===== config.mk =====
export PLATFORM = sky130hd
export DESIGN_NAME = atm_disp_sched
export DESIGN_NICKNAME = d
export VERILOG_FILES = /design/src/rtl/atm_disp_pkg.sv /design/src/rtl/atm_disp_sched_bin2bcd_seq.sv /design/src/rtl/atm_disp_sched.sv
export SDC_FILE = /design/constraint.sdc
export NUM_CORES = 1
export LEC_CHECK = 0
export CAP_MARGIN = 20
export CORE_ASPECT_RATIO = 1.2
export CORE_MARGIN = 4
export CORE_UTILIZATION = 45
export CTS_CLUSTER_DIAMETER = 80
export DETAILED_ROUTE_END_ITERATION = 6
export PLACE_DENSITY = 0.75
export SYNTH_ARGS = -nofsm -noshare
export SYNTH_HDL_FRONTEND = slang
export SYNTH_SLANG_ARGS = --single-unit

===== constraint.sdc =====
create_clock -name clk -period 5.33 [get_ports clk]
set_input_delay 0.7995 -clock clk [delete_from_list [all_inputs] [get_ports clk]]
set_output_delay 0.7995 -clock clk [all_outputs]
set_load 0.01 [all_outputs]

===== src/rtl/atm_disp_pkg.sv =====
// Shared definitions for the ATM front-panel display scheduler.
//   conv_state_e : states of the sequential binary-to-BCD converter
//   SEG_BLANK    : all segments off (active-low)
//   SEG_P        : letter 'P' (active-low)
//   bcd2seg()    : decimal digit -> active-low {g,f,e,d,c,b,a} pattern
package atm_disp_pkg;

   typedef enum logic [1:0] {
      CONV_IDLE  = 2'd0,
      CONV_LOAD  = 2'd1,
      CONV_SHIFT = 2'd2,
      CONV_DONE  = 2'd3
   } conv_state_e;

   localparam logic [6:0] SEG_BLANK = 7'h7F;
   localparam logic [6:0] SEG_P     = 7'h0C;

   function automatic logic [6:0] bcd2seg(input logic [3:0] d);
      case (d)
         4'd0:    bcd2seg = 7'h40;
         4'd1:    bcd2seg = 7'h79;
         4'd2:    bcd2seg = 7'h24;
         4'd3:    bcd2seg = 7'h30;
         4'd4:    bcd2seg = 7'h19;
         4'd5:    bcd2seg = 7'h12;
         4'd6:    bcd2seg = 7'h02;
         4'd7:    bcd2seg = 7'h78;
         4'd8:    bcd2seg = 7'h00;
         4'd9:    bcd2seg = 7'h10;
         default: bcd2seg = SEG_BLANK;
      endcase
   endfunction

endpackage


===== src/rtl/atm_disp_sched_bin2bcd_seq.sv =====
// Sequential 16-bit binary to 5-digit BCD converter (double dabble).
// Ports:
//   clk, rst_n : clock, synchronous active-low reset
//   start      : request a conversion (accepted only while idle)
//   bin_in     : value, sampled in the LOAD cycle (not at start)
//   busy       : high in LOAD, SHIFT and DONE
//   load       : high in the LOAD cycle, lets the caller record what was sampled
//   done       : one-cycle strobe, bcd is valid only while it is high
//   bcd        : 5 BCD digits, digit 0 in bcd[3:0]
module bin2bcd_seq
   import atm_disp_pkg::*;
(
   input  logic        clk,
   input  logic        rst_n,
   input  logic        start,
   input  logic [15:0] bin_in,
   output logic        busy,
   output logic        load,
   output logic        done,
   output logic [19:0] bcd
);

   conv_state_e state_q, state_d;
   logic [35:0] sh_q, sh_d;   // {bcd[19:0], binary[15:0]}
   logic [3:0]  it_q, it_d;
   logic [35:0] adj;

   always_comb begin
      state_d = state_q;
      sh_d    = sh_q;
      it_d    = it_q;
      adj     = sh_q;
      case (state_q)
         CONV_IDLE: if (start) state_d = CONV_LOAD;
         CONV_LOAD: begin
            sh_d    = {20'd0, bin_in};
            it_d    = 4'd0;
            state_d = CONV_SHIFT;
         end
         CONV_SHIFT: begin
            for (int n = 0; n < 5; n++)
               if (adj[16+4*n +: 4] >= 4'd5)
                  adj[16+4*n +: 4] = adj[16+4*n +: 4] + 4'd3;
            sh_d = {adj[34:0], 1'b0};
            it_d = it_q + 4'd1;
            if (it_q == 4'd15) state_d = CONV_DONE;
         end
         CONV_DONE: state_d = CONV_IDLE;
         default:   state_d = CONV_IDLE;
      endcase
   end

   always_ff @(posedge clk) begin
      if (!rst_n) begin
         state_q <= CONV_IDLE;
         sh_q    <= '0;
         it_q    <= '0;
      end else begin
         state_q <= state_d;
         sh_q    <= sh_d;
         it_q    <= it_d;
      end
   end

   assign busy = (state_q != CONV_IDLE);
   assign load = (state_q == CONV_LOAD);
   assign done = (state_q == CONV_DONE);
   assign bcd  = sh_q[35:16];

endmodule


===== src/rtl/atm_disp_sched.sv =====
// ATM front-panel display scheduler: picks a 16-bit source (page), converts
// it to BCD and multiplexes 8 seven-segment digits.
// Optional feature macro: LEADING_ZERO_BLANK_EN (blank leading zeros in digits 4..1).
// Ports:
//   clk, rst_n : clock, synchronous active-low reset
//   btn_up     : raw up button (asynchronous), steps the page
//   cur_state  : ATM FSM state; any change reloads the page from cur_state[2:0]
//   src_bus    : NUM_SRC packed 16-bit sources, page k at [16k+15:16k]
//   AN, led    : active-low anodes (one-hot) and segments {g,f,e,d,c,b,a}
//   page       : current page 0..NUM_SRC-1
//   busy       : BCD conversion in progress
module atm_disp_sched
   import atm_disp_pkg::*;
#(
   parameter int NUM_SRC      = 5,
   parameter int SCAN_DIV     = 100000,
   parameter int DEBOUNCE_CYC = 1000000
) (
   input  logic                  clk,
   input  logic                  rst_n,
   input  logic                  btn_up,
   input  logic [15:0]           cur_state,
   input  logic [16*NUM_SRC-1:0] src_bus,
   output logic [7:0]            AN,
   output logic [6:0]            led,
   output logic [2:0]            page,
   output logic                  busy
);

   localparam int SW = (SCAN_DIV > 1) ? $clog2(SCAN_DIV) : 1;
   localparam int DW = (DEBOUNCE_CYC > 1) ? $clog2(DEBOUNCE_CYC) : 1;
   localparam logic [SW-1:0] SMAX = SW'(SCAN_DIV - 1);
   localparam logic [DW-1:0] DMAX = DW'(DEBOUNCE_CYC - 1);

   logic          sync1_q, sync1_d, sync2_q, sync2_d, deb_q, deb_d;
   logic [DW-1:0] dcnt_q, dcnt_d;
   logic [15:0]   prev_state_q, prev_state_d;
   logic [2:0]    page_q, page_d, cv_page_q, cv_page_d, idx_q, idx_d;
   logic [15:0]   cv_val_q, cv_val_d, src_sel;
   logic [19:0]   disp_q, disp_d, upper;
   logic          disp_valid_q, disp_valid_d;
   logic [SW-1:0] scan_q, scan_d;
   logic [7:0]    an_q, an_d;
   logic [6:0]    led_q, led_d;
   logic          accept, press, start, cv_busy, cv_load, cv_done;
   logic [19:0]   cv_bcd;

   bin2bcd_seq u_conv (
      .clk    (clk),
      .rst_n  (rst_n),
      .start  (start),
      .bin_in (src_sel),
      .busy   (cv_busy),
      .load   (cv_load),
      .done   (cv_done),
      .bcd    (cv_bcd)
   );

   always_comb begin
      sync1_d      = btn_up;
      sync2_d      = sync1_q;
      deb_d        = deb_q;
      dcnt_d       = '0;
      prev_state_d = cur_state;
      page_d       = page_q;
      cv_val_d     = cv_val_q;
      cv_page_d    = cv_page_q;
      disp_d       = disp_q;
      disp_valid_d = disp_valid_q;
      scan_d       = scan_q + SW'(1);
      idx_d        = idx_q;
      src_sel      = '0;
      led_d        = SEG_BLANK;

      // Debounce: the level is taken once it has differed for DEBOUNCE_CYC cycles.
      accept = (sync2_q != deb_q) && (dcnt_q == DMAX);
      press  = accept && sync2_q;
      if (sync2_q != deb_q) begin
         if (accept) deb_d  = sync2_q;
         else        dcnt_d = dcnt_q + DW'(1);
      end

      // A state change overrides a simultaneous press.
      if (cur_state != prev_state_q)
         page_d = ({1'b0, cur_state[2:0]} < 4'(NUM_SRC)) ? cur_state[2:0] : 3'd0;
      else if (press)
         page_d = (page_q == 3'(NUM_SRC - 1)) ? 3'd0 : page_q + 3'd1;

      for (int k = 0; k < NUM_SRC; k++)
         if (page_q == 3'(k)) src_sel = src_bus[16*k +: 16];

      start = !cv_busy && (!disp_valid_q || src_sel != cv_val_q || page_q != cv_page_q);

      // Remember exactly what the converter sampled, for the restart compare.
      if (cv_load) begin
         cv_val_d  = src_sel;
         cv_page_d = page_q;
      end
      if (cv_done) begin
         disp_d       = cv_bcd;
         disp_valid_d = 1'b1;
      end

      if (scan_q == SMAX) begin
         scan_d = '0;
         idx_d  = idx_q + 3'd1;
      end

      an_d  = ~(8'd1 << idx_q);
      upper = disp_q >> {idx_q, 2'b00};
      case (idx_q)
         3'd5: led_d = SEG_BLANK;
         3'd6: led_d = bcd2seg({1'b0, page_q} + 4'd1);
         3'd7: led_d = SEG_P;
         default: begin
`ifdef LEADING_ZERO_BLANK_EN
            if (idx_q != 3'd0 && upper == 20'd0) led_d = SEG_BLANK;
            else                                 led_d = bcd2seg(upper[3:0]);
`else
            led_d = bcd2seg(upper[3:0]);
`endif
         end
      endcase
   end

   always_ff @(posedge clk) begin
      prev_state_q <= prev_state_d;
      if (!rst_n) begin
         sync1_q      <= 1'b0;
         sync2_q      <= 1'b0;
         deb_q        <= 1'b0;
         dcnt_q       <= '0;
         page_q       <= '0;
         cv_val_q     <= '0;
         cv_page_q    <= '0;
         disp_q       <= '0;
         disp_valid_q <= 1'b0;
         scan_q       <= '0;
         idx_q        <= '0;
         an_q         <= 8'hFF;
         led_q        <= SEG_BLANK;
      end else begin
         sync1_q      <= sync1_d;
         sync2_q      <= sync2_d;
         deb_q        <= deb_d;
         dcnt_q       <= dcnt_d;
         page_q       <= page_d;
         cv_val_q     <= cv_val_d;
         cv_page_q    <= cv_page_d;
         disp_q       <= disp_d;
         disp_valid_q <= disp_valid_d;
         scan_q       <= scan_d;
         idx_q        <= idx_d;
         an_q         <= an_d;
         led_q        <= led_d;
      end
   end

   assign AN   = an_q;
   assign led  = led_q;
   assign page = page_q;
   assign busy = cv_busy;

endmodule


# After elaboration in Yosys (flattened, before gate mapping)

Memories as Yosys holds them, arrays and structs flattened.
Index checks and enable logic that the tools add are counted.
Widths: inputs -> output; s select.

Logic and storage cells: 96
Output and inout port bits: 19
Memories: 2
Bits in read-only memories: 224
Register bits: 159

Memories:

| memory           | words | width | rd ports | clocked after memory_dff | wr ports | line               | RTL |
|---|---|---|---|---|---|---|---|
| (name not given) | 16    | 7     | 1        | 0                        | 0        | atm_disp_pkg.sv:19 | `case (d)` |
| (name not given) | 16    | 7     | 1        | 0                        | 0        | atm_disp_pkg.sv:19 |  |

Equal/unequal tests: 19
Reduce and logical (&&, ||, !) cells: 16
Shifts and indexed selects: 2
Multiplexer cells: 20
Magnitude comparators: 6
Add/sub/neg operators: 11
Bitwise logic cells: 3

Operators with widths:

| operator              | number |
|---|---|
| $mux 16               | 5 |
| $pmux 36 s2           | 1 |
| $ne 16x16->1          | 2 |
| $pmux 7 s3            | 1 |
| $add 20x1->20 const B | 1 |
| $eq 20x20->1 const B  | 1 |
| $ge 4x3->1 const B    | 5 |
| $shr 20x5->4          | 1 |
| $add 17x1->17 const B | 1 |
| $eq 17x17->1 const B  | 1 |
| $add 4x2->4 const B   | 4 |
| $mux 4                | 4 |
| $mux 3                | 5 |
| $eq 3x3->1 const B    | 4 |
| $not 8->8             | 1 |
| $pmux 2 s4            | 1 |
| $pmux 4 s2            | 1 |
| $shl 1x3->8 const A   | 1 |
| $add 3x1->3 const B   | 2 |
| $eq 3x2->1 const B    | 2 |
| $reduce_bool 2->1     | 3 |
| $add 3x1->4 const B   | 1 |
| $add 4x1->4 const B   | 1 |
| $eq 2x2->1 const B    | 2 |
| 19 further kinds      | 26 |

# Logic depth before layout (Yosys ltp)

Gate-level depths: netlist (run 1).

Word-level depth: 12
Gate-level depth with buffers: 13

# By module

From an unflattened synthesis (run 1), not the netlist that was laid out.

Cell total of the unflattened synthesis: 986
Area, all modules: 8916.1 um^2

By module, submodules not included:

| module         | area an instance (um^2) | sequential area each (um^2) | cells each | times used |
|---|---|---|---|---|
| atm_disp_sched | 6458.7                  | 2342.2                      | 717        | 1 |
| bin2bcd_seq    | 2457.4                  | 840.8                       | 269        | 1 |

# Worst setup path after synthesis (run 1)

Ideal clock, no wire load.

Path type: flip-flop to flip-flop
Start: register page_q[2], in the netlist page[2]
End: register u_conv.state_q[1]
Setup time: 133 ps
Arrival: 2626 ps
Period minus slack after synthesis: 2760 ps
Buffers on the path: 4
Path slack: 2570 ps
Stages on the path, launching flop included: 14
Cells stage by stage: dfxtp_1 -> buf_4 -> buf_2 -> inv_1 -> ha_1 -> or2_1 -> buf_6 -> buf_6 -> a2111o_1 -> o211ai_2 -> nand4_1 -> nor4_4 -> mux2i_1 -> o211ai_1

Longest elaborated chain between the ends: 12

Ends and longest elaborated chain:

| what                         | line                             | RTL |
|---|---|---|
| from (decl)                  | atm_disp_sched.sv:38             | `logic [2:0] page_q, page_d, cv_page_q, cv_page_d, idx_q, idx_d;` |
| from (signal assigned)       | atm_disp_sched.sv:147            | `page_q <= page_d;` |
| $logic_not 3->1              | atm_disp_sched.sv:90             | `if (page_q == 3'(k)) src_sel = src_bus[16*k +: 16];` |
| $mux 16 (5 in a row)         | atm_disp_sched.sv:90             |  |
| $ne 16x16->1                 | atm_disp_sched.sv:92             | `start = !cv_busy && (!disp_valid_q \|\| src_sel != cv_val_q \|\| page_q != cv_page_q);` |
| $logic_or 1x1->1             | atm_disp_sched.sv:92             |  |
| $logic_or 1x1->1 *           | atm_disp_sched.sv:92             |  |
| $logic_and 1x1->1 *          | atm_disp_sched.sv:92             |  |
| $ne 2x2->1 (no line) *       | n/a                              |  |
| $reduce_and 2->1 (no line) * | n/a                              |  |
| to (signal assigned)         | atm_disp_sched_bin2bcd_seq.sv:59 | `state_q <= state_d;` |
| to (decl)                    | atm_disp_sched_bin2bcd_seq.sv:23 | `conv_state_e state_q, state_d;` |

Mark *: on every way between the ends. The rest lies on a longest branch, timed or not.
A chain may end at the register's enable or synchronous reset.

# Worst setup path in the final report (run 1)

Start: register page_q[0], in the netlist page[0]
End: register u_conv.state_q[1]

The elaborated chain is that of the path after synthesis.

==> results of run 1 <==
flip-flops by register name (all words and copies together) (netlist names), 4 cells and up:
register / cells
u_conv.sh_q: 36
dcnt_q: 20
disp_q: 20
scan_q: 17
cv_val_q: 16
prev_state_q: 16
AN: 8
led: 7
u_conv.it_q: 4
cell type report:
type	instances	share of cell area (%)
Inverter	52	1.835
Clock buffer	19	4.164
Tap cell	256	3.011
Multi-Input combinational cell	726	47.28
Clock inverter	13	2.188
Timing Repair Buffer	126	11.60
Sequential cell	159	29.93
where the power goes:
| part | switching [uW] | internal (uW) | leakage [uW] |
|---|---|---|---|
| Sequential | 86.0 | 1310 | 0.00130 |
| Combinational | 524 | 406 | 0.00242 |
| Clock | 489 | 892 | 0.000316 |
| Total | 1100 | 2600 | 0.00403 |
cell usage after synthesis (4+ instances only):
library cell  instances  area (sq um)
a2111o_1              8         90.09
a211oi_1              8         60.06
a21oi_1              51         255.2
a221o_1               4         40.04
a22o_1                8         70.07
a311o_1               7         70.07
a311oi_1              7         61.31
a31oi_1               7         43.79
a32oi_1               5         43.79
and2_1               32         200.2
and3_1               29         181.4
buf_1                 9         33.78
buf_2                12         60.06
buf_4                 4         30.03
buf_6                 5         56.30
clkbuf_1             32         120.1
dfxtp_1             159          3183
ha_1                 35         437.9
inv_1                51         191.4
mux2i_1              45         450.4
mux4_2                4         90.09
nand2_1              74         277.8
nand2b_1              8         50.05
nand3_1              32         160.2
nand3b_1             17         127.6
nand4_1              11         68.82
nor2_1               63         236.5
nor2b_1              57         356.6
nor3_1                5         25.02
nor4_1                6         37.54
o211a_1              16         160.2
o211ai_1             16         120.1
o21ai_0              41         205.2
o22ai_1              10         62.56
o31ai_1               6         45.04
o32ai_1               4         35.03
or3_1                 6         37.54
xnor2_1              20         175.2
xor2_1               43         376.6
critical path, cell delays in order (launching register included):
cell and delay (ns):
dfxtp_1 0.55, ha_1 0.29, ha_1 0.88, or2_1 0.79
a211oi_1 0.17, o211ai_2 0.23, nand4_1 0.21, nor4_4 0.33
mux2i_1 0.22, o211ai_1 0.10
worst min-delay path by stage:
stage | endpoint | cells past startpoint | from
2_1_floorplan | sync2_q | 1 | sync1_q
3_3_place_gp | sync2_q | 1 | sync1_q
3_5_place_dp | sync2_q | 1 | sync1_q
4_1_cts | sync2_q | 1 | sync1_q
5_1_grt | sync2_q | 1 | sync1_q
6_report | sync2_q | 1 | sync1_q
layer usage:
layer	wire, um	track usage (%)	part of all wire [%]	vias to the layer above
li1	-	-	-	3694
met2	10600	34.68	47	216
met1	9823	25.22	44	3450
met4	651	7.516	2.9	2
met3	1256	5.044	5.6	40
met5	13	0	0.058	-
through the flow:
step	hold slack [ns]	instances
after floorplan	0.4119	999
after global placement	0.4201	1319
after detailed placement	0.4361	1319
after CTS	0.4543	1351
after global routing	0.4734	1351
final	0.4489	1351
cells by family (layout without fill, tap and decap cells):
family          after synthesis  after routing  synth area share [%]
mux                          49             49                 6.208
fa+ha+maj                    35             35                 5.029
simple gates                357            357                 22.01
xor+xnor                     63             63                 6.337
buf+inv                     114            210                 5.690
compound gates              222            222                 18.16
flops                       159            159                 36.56
==> flow_summary.toml, run 1 <==
[status]
outcome = "complete, no violations"

[synthesis]
ys_async_sr_fraction_pct = 0
syn_inst = 999
synth-seq-cells = 159
syn_nets = 1133
ys_types = 62
yosysSeqAreaShare_pct = 36.56
syn-cell-area_sq_mm = 0.008707
syn_avg_cell_area_sq_um = 8.716
synth_warnings = 0
synth_ff_type = "dfxtp_1"
synth_edf_count = 0

[finish]
multi_input_area_sq_mm = 0.005029
post-route-util_pct = 56.21
seq_area_sq_mm = 0.003183
n_antenna_cell = 0
design_area_sq_mm = 0.01064
final_cell_mix = "159 x dfxtp_1, 116 x clkdlybuf4s50_1, 74 x nand2_1"
drive_above_1_share_pct = 5.114
area_growth_pct = 22.16
nets = 1216
fillers = 1688
layout_commonest_cell = "dfxtp_1"

[clock_network]
insertion_delay_ns = 0.43
holdBufCountCts = 0
htreeDepth = 4
cts_tree = "yes"
clockBufferDepth = 2
numClockSinks = 159
post-cts-setup-buffer-count = 0
clkTransAtPathRegs_ns = 0.06
numCtsBuffers = 17
root_buffer = "clkbuf_16"
post_cts_resize_count = 0

[global_routing]
overflow = 0
antenna_found_initial = 1
grt_first_pass_wirelength_um = 36340
grt_max_degree = 74
grt_usage_pct = 20.49
grt_pass1_vias = 7316

[setup_path]
startpoint_type = "flop"
rr_worst_depth = 9
reg2reg_setup_slack_ns = 1.42
rr_endpoint = "u_conv.state_q[1]"
path_max_fanout = 31
critPathRequiredTime_ns = 5.64
cp.arrival_ns = 4.22
r2r-start = "page[0]"
cp-end-kind = "flop"
endpoint = "u_conv.state_q[1]"
path_class = "reg2reg"
startpoint = "page[0]"

[floorplanning]
num_rows = 55
coreArea_sq_mm = 0.01892
die_h_um = 160.4
pin_count = 118
start_util_pct = 46.01
die_area_sq_mm = 0.02165
fp.dieW_um = 135.0

[placement]
place_area_sq_mm = 0.009961
gp_congestion = 0.9334
dp.final_hpwl_um = 15800
port_buffers = 117
pre_cts_ws_ns = 1.482

[detailed_routing]
ant_nets = 0
drc_errors = 0
via_per_inst = 5.479
routedWlPerCell_um = 16.54
vias = 7402
first_iter_violations = 477
firstDrtPassIters = 5
drt_wl_total_um = 22340

[power_and_ir_drop]
p_total_uw = 3702
p_leak_uw = 0.004034
ir_drop_uv = 243.3
power_density_mw_per_mm2 = 348.1

[timing]
rsz0062_at_grt = "no"
layout_setup_ws_ns = 1.418
fmaxAchievable_mhz = 255.6
fin_crit_ns = 3.912
fin_setup_tns_ns = 0
hold_violations = 0
tightest_slew_ns = 1.060
slew_violations = 0
finalCritPeriodShare_pct = 73.39
slew_headroom_pct = 29.35
finalSetupViolCount = 0
fin_skew_ns = 0.006974

[hold_path]
hold_path_class = "reg2reg"

[job]
maxCapViolCount = 0
No activity file was read; power rests on OpenSTA's default activity.
==> inputs of run 2 (changes only) <==
--- a/config.mk
+++ b/config.mk
@@ -11,7 +11,7 @@
 export CORE_UTILIZATION = 45
 export CTS_CLUSTER_DIAMETER = 80
 export DETAILED_ROUTE_END_ITERATION = 6
-export PLACE_DENSITY = 0.75
+export PLACE_DENSITY = 0.78
 export SYNTH_ARGS = -nofsm -noshare
 export SYNTH_HDL_FRONTEND = slang
 export SYNTH_SLANG_ARGS = --single-unit
==> constraint.sdc (replaced) <==
create_clock -name clk -period 3.4 [get_ports clk]
set_input_delay 0.51 -clock clk [delete_from_list [all_inputs] [get_ports clk]]
set_output_delay 0.51 -clock clk [all_outputs]
set_load 0.01 [all_outputs]
==> flow_summary.toml, run 2 (same netlist as run 1, synthesis figures left out) <==
[status]
outcome = "complete, no violations"

[power_and_ir_drop]
clkPwrFrac_pct = 34.0
power_switching_uw = 1745
power_density_mw_per_mm2 = 523.5
pwr-share-seq_pct = 39.1
pwr-share-comb_pct = 26.9
ir_drop_uv = 349.9
p_leak_uw = 0.004036
p_int_uw = 3813
sw_frac_of_total_pct = 31.40

[clock_network]
clockBufferDepth = 2
insertion_delay_ns = 0.43
numCtsBuffers = 17
post_cts_resize_count = 0
post-cts-setup-buffer-count = 0
htreeDepth = 4
root_buffer = "clkbuf_16"
holdBufCountCts = 0
clkTransAtPathRegs_ns = 0.07
numClockSinks = 159
cts_tree = "yes"

[detailed_routing]
first_iter_violations = 486
drt_wl_total_um = 22350
vias = 7384
ant_nets = 0
routedWlPerCell_um = 16.50
firstDrtPassIters = 5
drc_errors = 0
via_per_inst = 5.449

[floorplanning]
die_h_um = 160.4
fp.dieW_um = 135.0
num_rows = 55
start_util_pct = 46.01
pin_count = 118
die_area_sq_mm = 0.02165
coreArea_sq_mm = 0.01892

[setup_path]
cp-end-kind = "flop"
cp_top_family = "simple AND/OR/NAND/NOR gates"
cp_slowest_cell = "dfxtp_1"
critPathRequiredTime_ns = 3.70
cp.arrival_ns = 3.24
path_cells = "inv_1 -> ha_1 -> buf_12 -> and3_1 -> a311o_1 -> o211ai_2 -> nand4_1 -> nor4_4 -> mux2i_1 -> o211ai_1"
path_class = "reg2reg"
path_max_fanout = 33
critPathBufInv = 2
cpPeakStageDelay_ns = 0.53
startpoint_type = "flop"

[timing]
fmaxAchievable_mhz = 339.6
fin_setup_tns_ns = 0
fin_skew_ns = 0.01168
slew_violations = 0
hold_violations = 0
finalSetupViolCount = 0
slew_headroom_pct = 50.13
rsz0062_at_grt = "no"
finalCritPeriodShare_pct = 86.59
tightest_slew_ns = 0.7459
fin_crit_ns = 2.944
holdWs_ns = 0.4517

[placement]
dp.final_hpwl_um = 16180
gp_congestion = 0.8592
port_buffers = 117

[finish]
top_register = "u_conv.sh_q"
reg_top3 = "u_conv.sh_q (36), dcnt_q (20), disp_q (20)"
largest_reg_flops = 36
n_antenna_cell = 0
fillers = 1663
area_growth_pct = 21.91
drive_above_1_share_pct = 5.551
nets = 1220
final_cell_mix = "159 x dfxtp_1, 116 x clkdlybuf4s50_1, 74 x nand2_1"
layout_commonest_cell = "dfxtp_1"

[global_routing]
grt_pass1_vias = 7096
grt_usage_pct = 20.44
grt_first_pass_wirelength_um = 35920
overflow = 0
grt_max_degree = 107
antenna_found_initial = 0

[job]
maxCapViolCount = 0

[hold_path]
hold_path_class = "reg2reg"
run 2: power groups by stage:
stage	logic (uW)	clock network, uW	registers [uW]
2_1_floorplan	1060	0	2180
3_3_place_gp	1470	0	2210
3_5_place_dp	1490	0	2210
4_1_cts	1500	1930	2170
5_1_grt	1640	2010	2190
6_report	1500	1890	2170
run 2: worst paths after layout:
path / startpoint / endpoint / slack [ns] / cells after the start
setup / recovery: page[1] / u_conv.state_q[1] / 0.46 / 10
hold / removal: sync1_q / sync2_q / 0.45 / 1
setup reg to reg: page[1] / u_conv.state_q[1] / 0.46 / 10
hold reg to reg: sync1_q / sync2_q / 0.45 / 1
run 2: worst register-to-register path: stages, from the launching register on:
cell and delay (ns):
dfxtp_1 0.53, inv_1 0.15, ha_1 0.37, buf_12 0.24, and3_1 0.19, a311o_1 0.33, o211ai_2 0.17, nand4_1 0.19
nor4_4 0.33, mux2i_1 0.22, o211ai_1 0.10
run 2: cell type report:
| cell class | instances | area (sq um) | area share (%) |
|---|---|---|---|
| inverter | 52 | 195.2 | 1.839 |
| timing repair buffer | 130 | 1301 | 12.26 |
| tap | 256 | 320.3 | 3.017 |
| multi-input combinational | 726 | 5029 | 47.37 |
| sequential | 159 | 3183 | 29.99 |
| clock inverter | 15 | 161.4 | 1.521 |
| clock buffer | 17 | 425.4 | 4.008 |
run 2: per-stage QoR:
stage / worst slack, ns / utilization [%] / cell area (sq um) / cells / power (uW)
floorplan: 0.6403 / - / 8707 / 999 / 3236
global placement: 0.5804 / 52.99 / 10030 / 1323 / 3676
detailed placement: 0.4949 / 52.99 / 10030 / 1323 / 3702
CTS: 0.4848 / 56.09 / 10620 / 1355 / 5599
global route: 0.3152 / 56.09 / 10620 / 1355 / 5848
finish: 0.4558 / 56.09 / 10620 / 1355 / 5558
run 2: routing by layer:
layer	GRT usage (%)	vias up	routed length [um]	part of all wire [%]
li1	-	3711	-	-
met1	25.60	3431	9841	44
met2	34.50	204	10770	48
met3	4.323	38	1090	4.9
met4	7.699	0	652	2.9
met5	0	-	0	0
==> inputs of run 3 (changes only) <==
--- a/config.mk
+++ b/config.mk
@@ -5,13 +5,12 @@
 export SDC_FILE = /design/constraint.sdc
 export NUM_CORES = 1
 export LEC_CHECK = 0
-export CAP_MARGIN = 20
 export CORE_ASPECT_RATIO = 1.2
 export CORE_MARGIN = 4
 export CORE_UTILIZATION = 45
 export CTS_CLUSTER_DIAMETER = 80
 export DETAILED_ROUTE_END_ITERATION = 6
-export PLACE_DENSITY = 0.78
+export PLACE_DENSITY = 0.75
 export SYNTH_ARGS = -nofsm -noshare
 export SYNTH_HDL_FRONTEND = slang
 export SYNTH_SLANG_ARGS = --single-unit
==> constraint.sdc (replaced) <==
create_clock -name clk -period 3.5 [get_ports clk]
set_input_delay 0.525 -clock clk [delete_from_list [all_inputs] [get_ports clk]]
set_output_delay 0.525 -clock clk [all_outputs]
set_load 0.01 [all_outputs]
==> flow_summary.toml, run 3 (same netlist as run 1, synthesis figures left out) <==
[floorplanning]
coreArea_sq_mm = 0.01892
die_h_um = 160.4
num_rows = 55
fp.dieW_um = 135.0
pin_count = 118
die_area_sq_mm = 0.02165
start_util_pct = 46.01

[timing]
hold_violations = 0
finalCritPeriodShare_pct = 87.05
tightest_slew_ns = 0.8231
holdWs_ns = 0.4426
finalSetupViolCount = 0
fin_skew_ns = 0.007904
fmaxAchievable_mhz = 328.2
slew_violations = 0
layout_setup_ws_ns = 0.4532
fin_crit_ns = 3.047
rsz0062_at_grt = "no"
slew_headroom_pct = 44.75
fin_setup_tns_ns = 0

[setup_path]
cp_top_family = "simple AND/OR/NAND/NOR gates"
cp-end-kind = "flop"
critPathRequiredTime_ns = 3.79
cpPeakStageDelay_ns = 0.51
path_max_fanout = 28
path_cells = "inv_1 -> ha_1 -> buf_4 -> buf_4 -> and3_1 -> a311o_1 -> o211ai_2 -> nand4_1 -> nor4_4 -> mux2i_1 -> o211ai_1"
cp_slowest_cell = "dfxtp_1"
path_class = "reg2reg"
critPathBufInv = 3
startpoint_type = "flop"
path_common_cell = "buf_4"
cp.arrival_ns = 3.34

[finish]
layout_commonest_cell = "dfxtp_1"
top_register = "u_conv.sh_q"
fillers = 1681
area_growth_pct = 22.26
largest_reg_flops = 36
reg_top3 = "u_conv.sh_q (36), dcnt_q (20), disp_q (20)"
n_antenna_cell = 0
drive_above_1_share_pct = 5.460
nets = 1221
final_cell_mix = "159 x dfxtp_1, 116 x clkdlybuf4s50_1, 74 x nand2_1"

[detailed_routing]
drt_wl_total_um = 21940
drc_errors = 0
via_per_inst = 5.479
vias = 7424
firstDrtPassIters = 5
first_iter_violations = 435
ant_nets = 0
routedWlPerCell_um = 16.19

[power_and_ir_drop]
ir_drop_uv = 314.0
power_switching_uw = 1630
clkPwrFrac_pct = 36.0
power_density_mw_per_mm2 = 519.1
pwr-share-seq_pct = 38.3
p_int_uw = 3896
pwr-share-comb_pct = 25.7
sw_frac_of_total_pct = 29.50
p_leak_uw = 0.004061

[clock_network]
post_cts_resize_count = 0
cts_tree = "yes"
htreeDepth = 4
insertion_delay_ns = 0.42
clockBufferDepth = 2
numCtsBuffers = 17
root_buffer = "clkbuf_16"
holdBufCountCts = 0
numClockSinks = 159
clkTransAtPathRegs_ns = 0.06
post-cts-setup-buffer-count = 0

[global_routing]
grt_pass1_vias = 6884
antenna_found_initial = 0
grt_first_pass_wirelength_um = 34750
grt_usage_pct = 19.66
grt_max_degree = 108
overflow = 0

[placement]
pre_cts_ws_ns = 0.4807
gp_congestion = 0.8694
port_buffers = 117
dp.final_hpwl_um = 15570

[job]
maxCapViolCount = 0

[hold_path]
hold_path_class = "reg2reg"

[status]
outcome = "complete, no violations"
==> run 3: path summary, 6_finish.rpt <==
check | from | endpoint | slack [ns] | cells past startpoint
hold / removal | sync1_q | sync2_q | 0.44 | 1
setup reg to reg | page[1] | u_conv.state_q[1] | 0.45 | 11
hold reg to reg | sync1_q | sync2_q | 0.44 | 1
setup / recovery | page[1] | u_conv.state_q[1] | 0.45 | 11
==> run 3: per-stage QoR <==
| stage | std cells | util [%] | area [sq um] | total power, uW |
|---|---|---|---|---|
| floorplan | 999 | - | 8707 | 3144 |
| global placement | 1324 | 52.90 | 10010 | 3543 |
| detailed placement | 1324 | 52.90 | 10010 | 3571 |
| CTS | 1355 | 56.25 | 10650 | 5558 |
| global route | 1355 | 56.25 | 10650 | 5780 |
| finish | 1355 | 56.25 | 10650 | 5526 |
==> run 3: worst reg2reg max path, stage by stage, from the launching register on <==
cell and delay [ns]:
dfxtp_1 0.51, inv_1 0.15, ha_1 0.32, buf_4 0.27, buf_4 0.20, and3_1 0.18, a311o_1 0.33, o211ai_2 0.13
nand4_1 0.18, nor4_4 0.31, mux2i_1 0.22, o211ai_1 0.11
==> run 3: area by class of cell <==
type	instances	area (sq um)	share of cell area [%]
inverters	52	195.2	1.834
multi-input cells	726	5029	47.24
clock inverters	12	191.4	1.798
repair buffers	131	1284	12.06
clock buffers	19	442.9	4.161
flip-flops and latches	159	3183	29.90
well taps	256	320.3	3.009
==> run 3: power groups by stage <==
stage                     combinational (uW)  clock (uW)  sequential [uW]
after floorplan                         1030           0             2120
after global placement                  1400           0             2150
after detailed placement                1420           0             2150
after CTS                               1430        2010             2110
after global routing                    1550        2090             2140
final                                   1420        1990             2120
==> run 3: routing by layer <==
metal  global-route usage [%]  wire length, um  vias up
met5                        0                0        -
met4                    5.179              412        0
met3                    5.420             1390       26
met2                    33.66            10520      221
met1                    24.37             9609     3463
li1                         -                -     3714
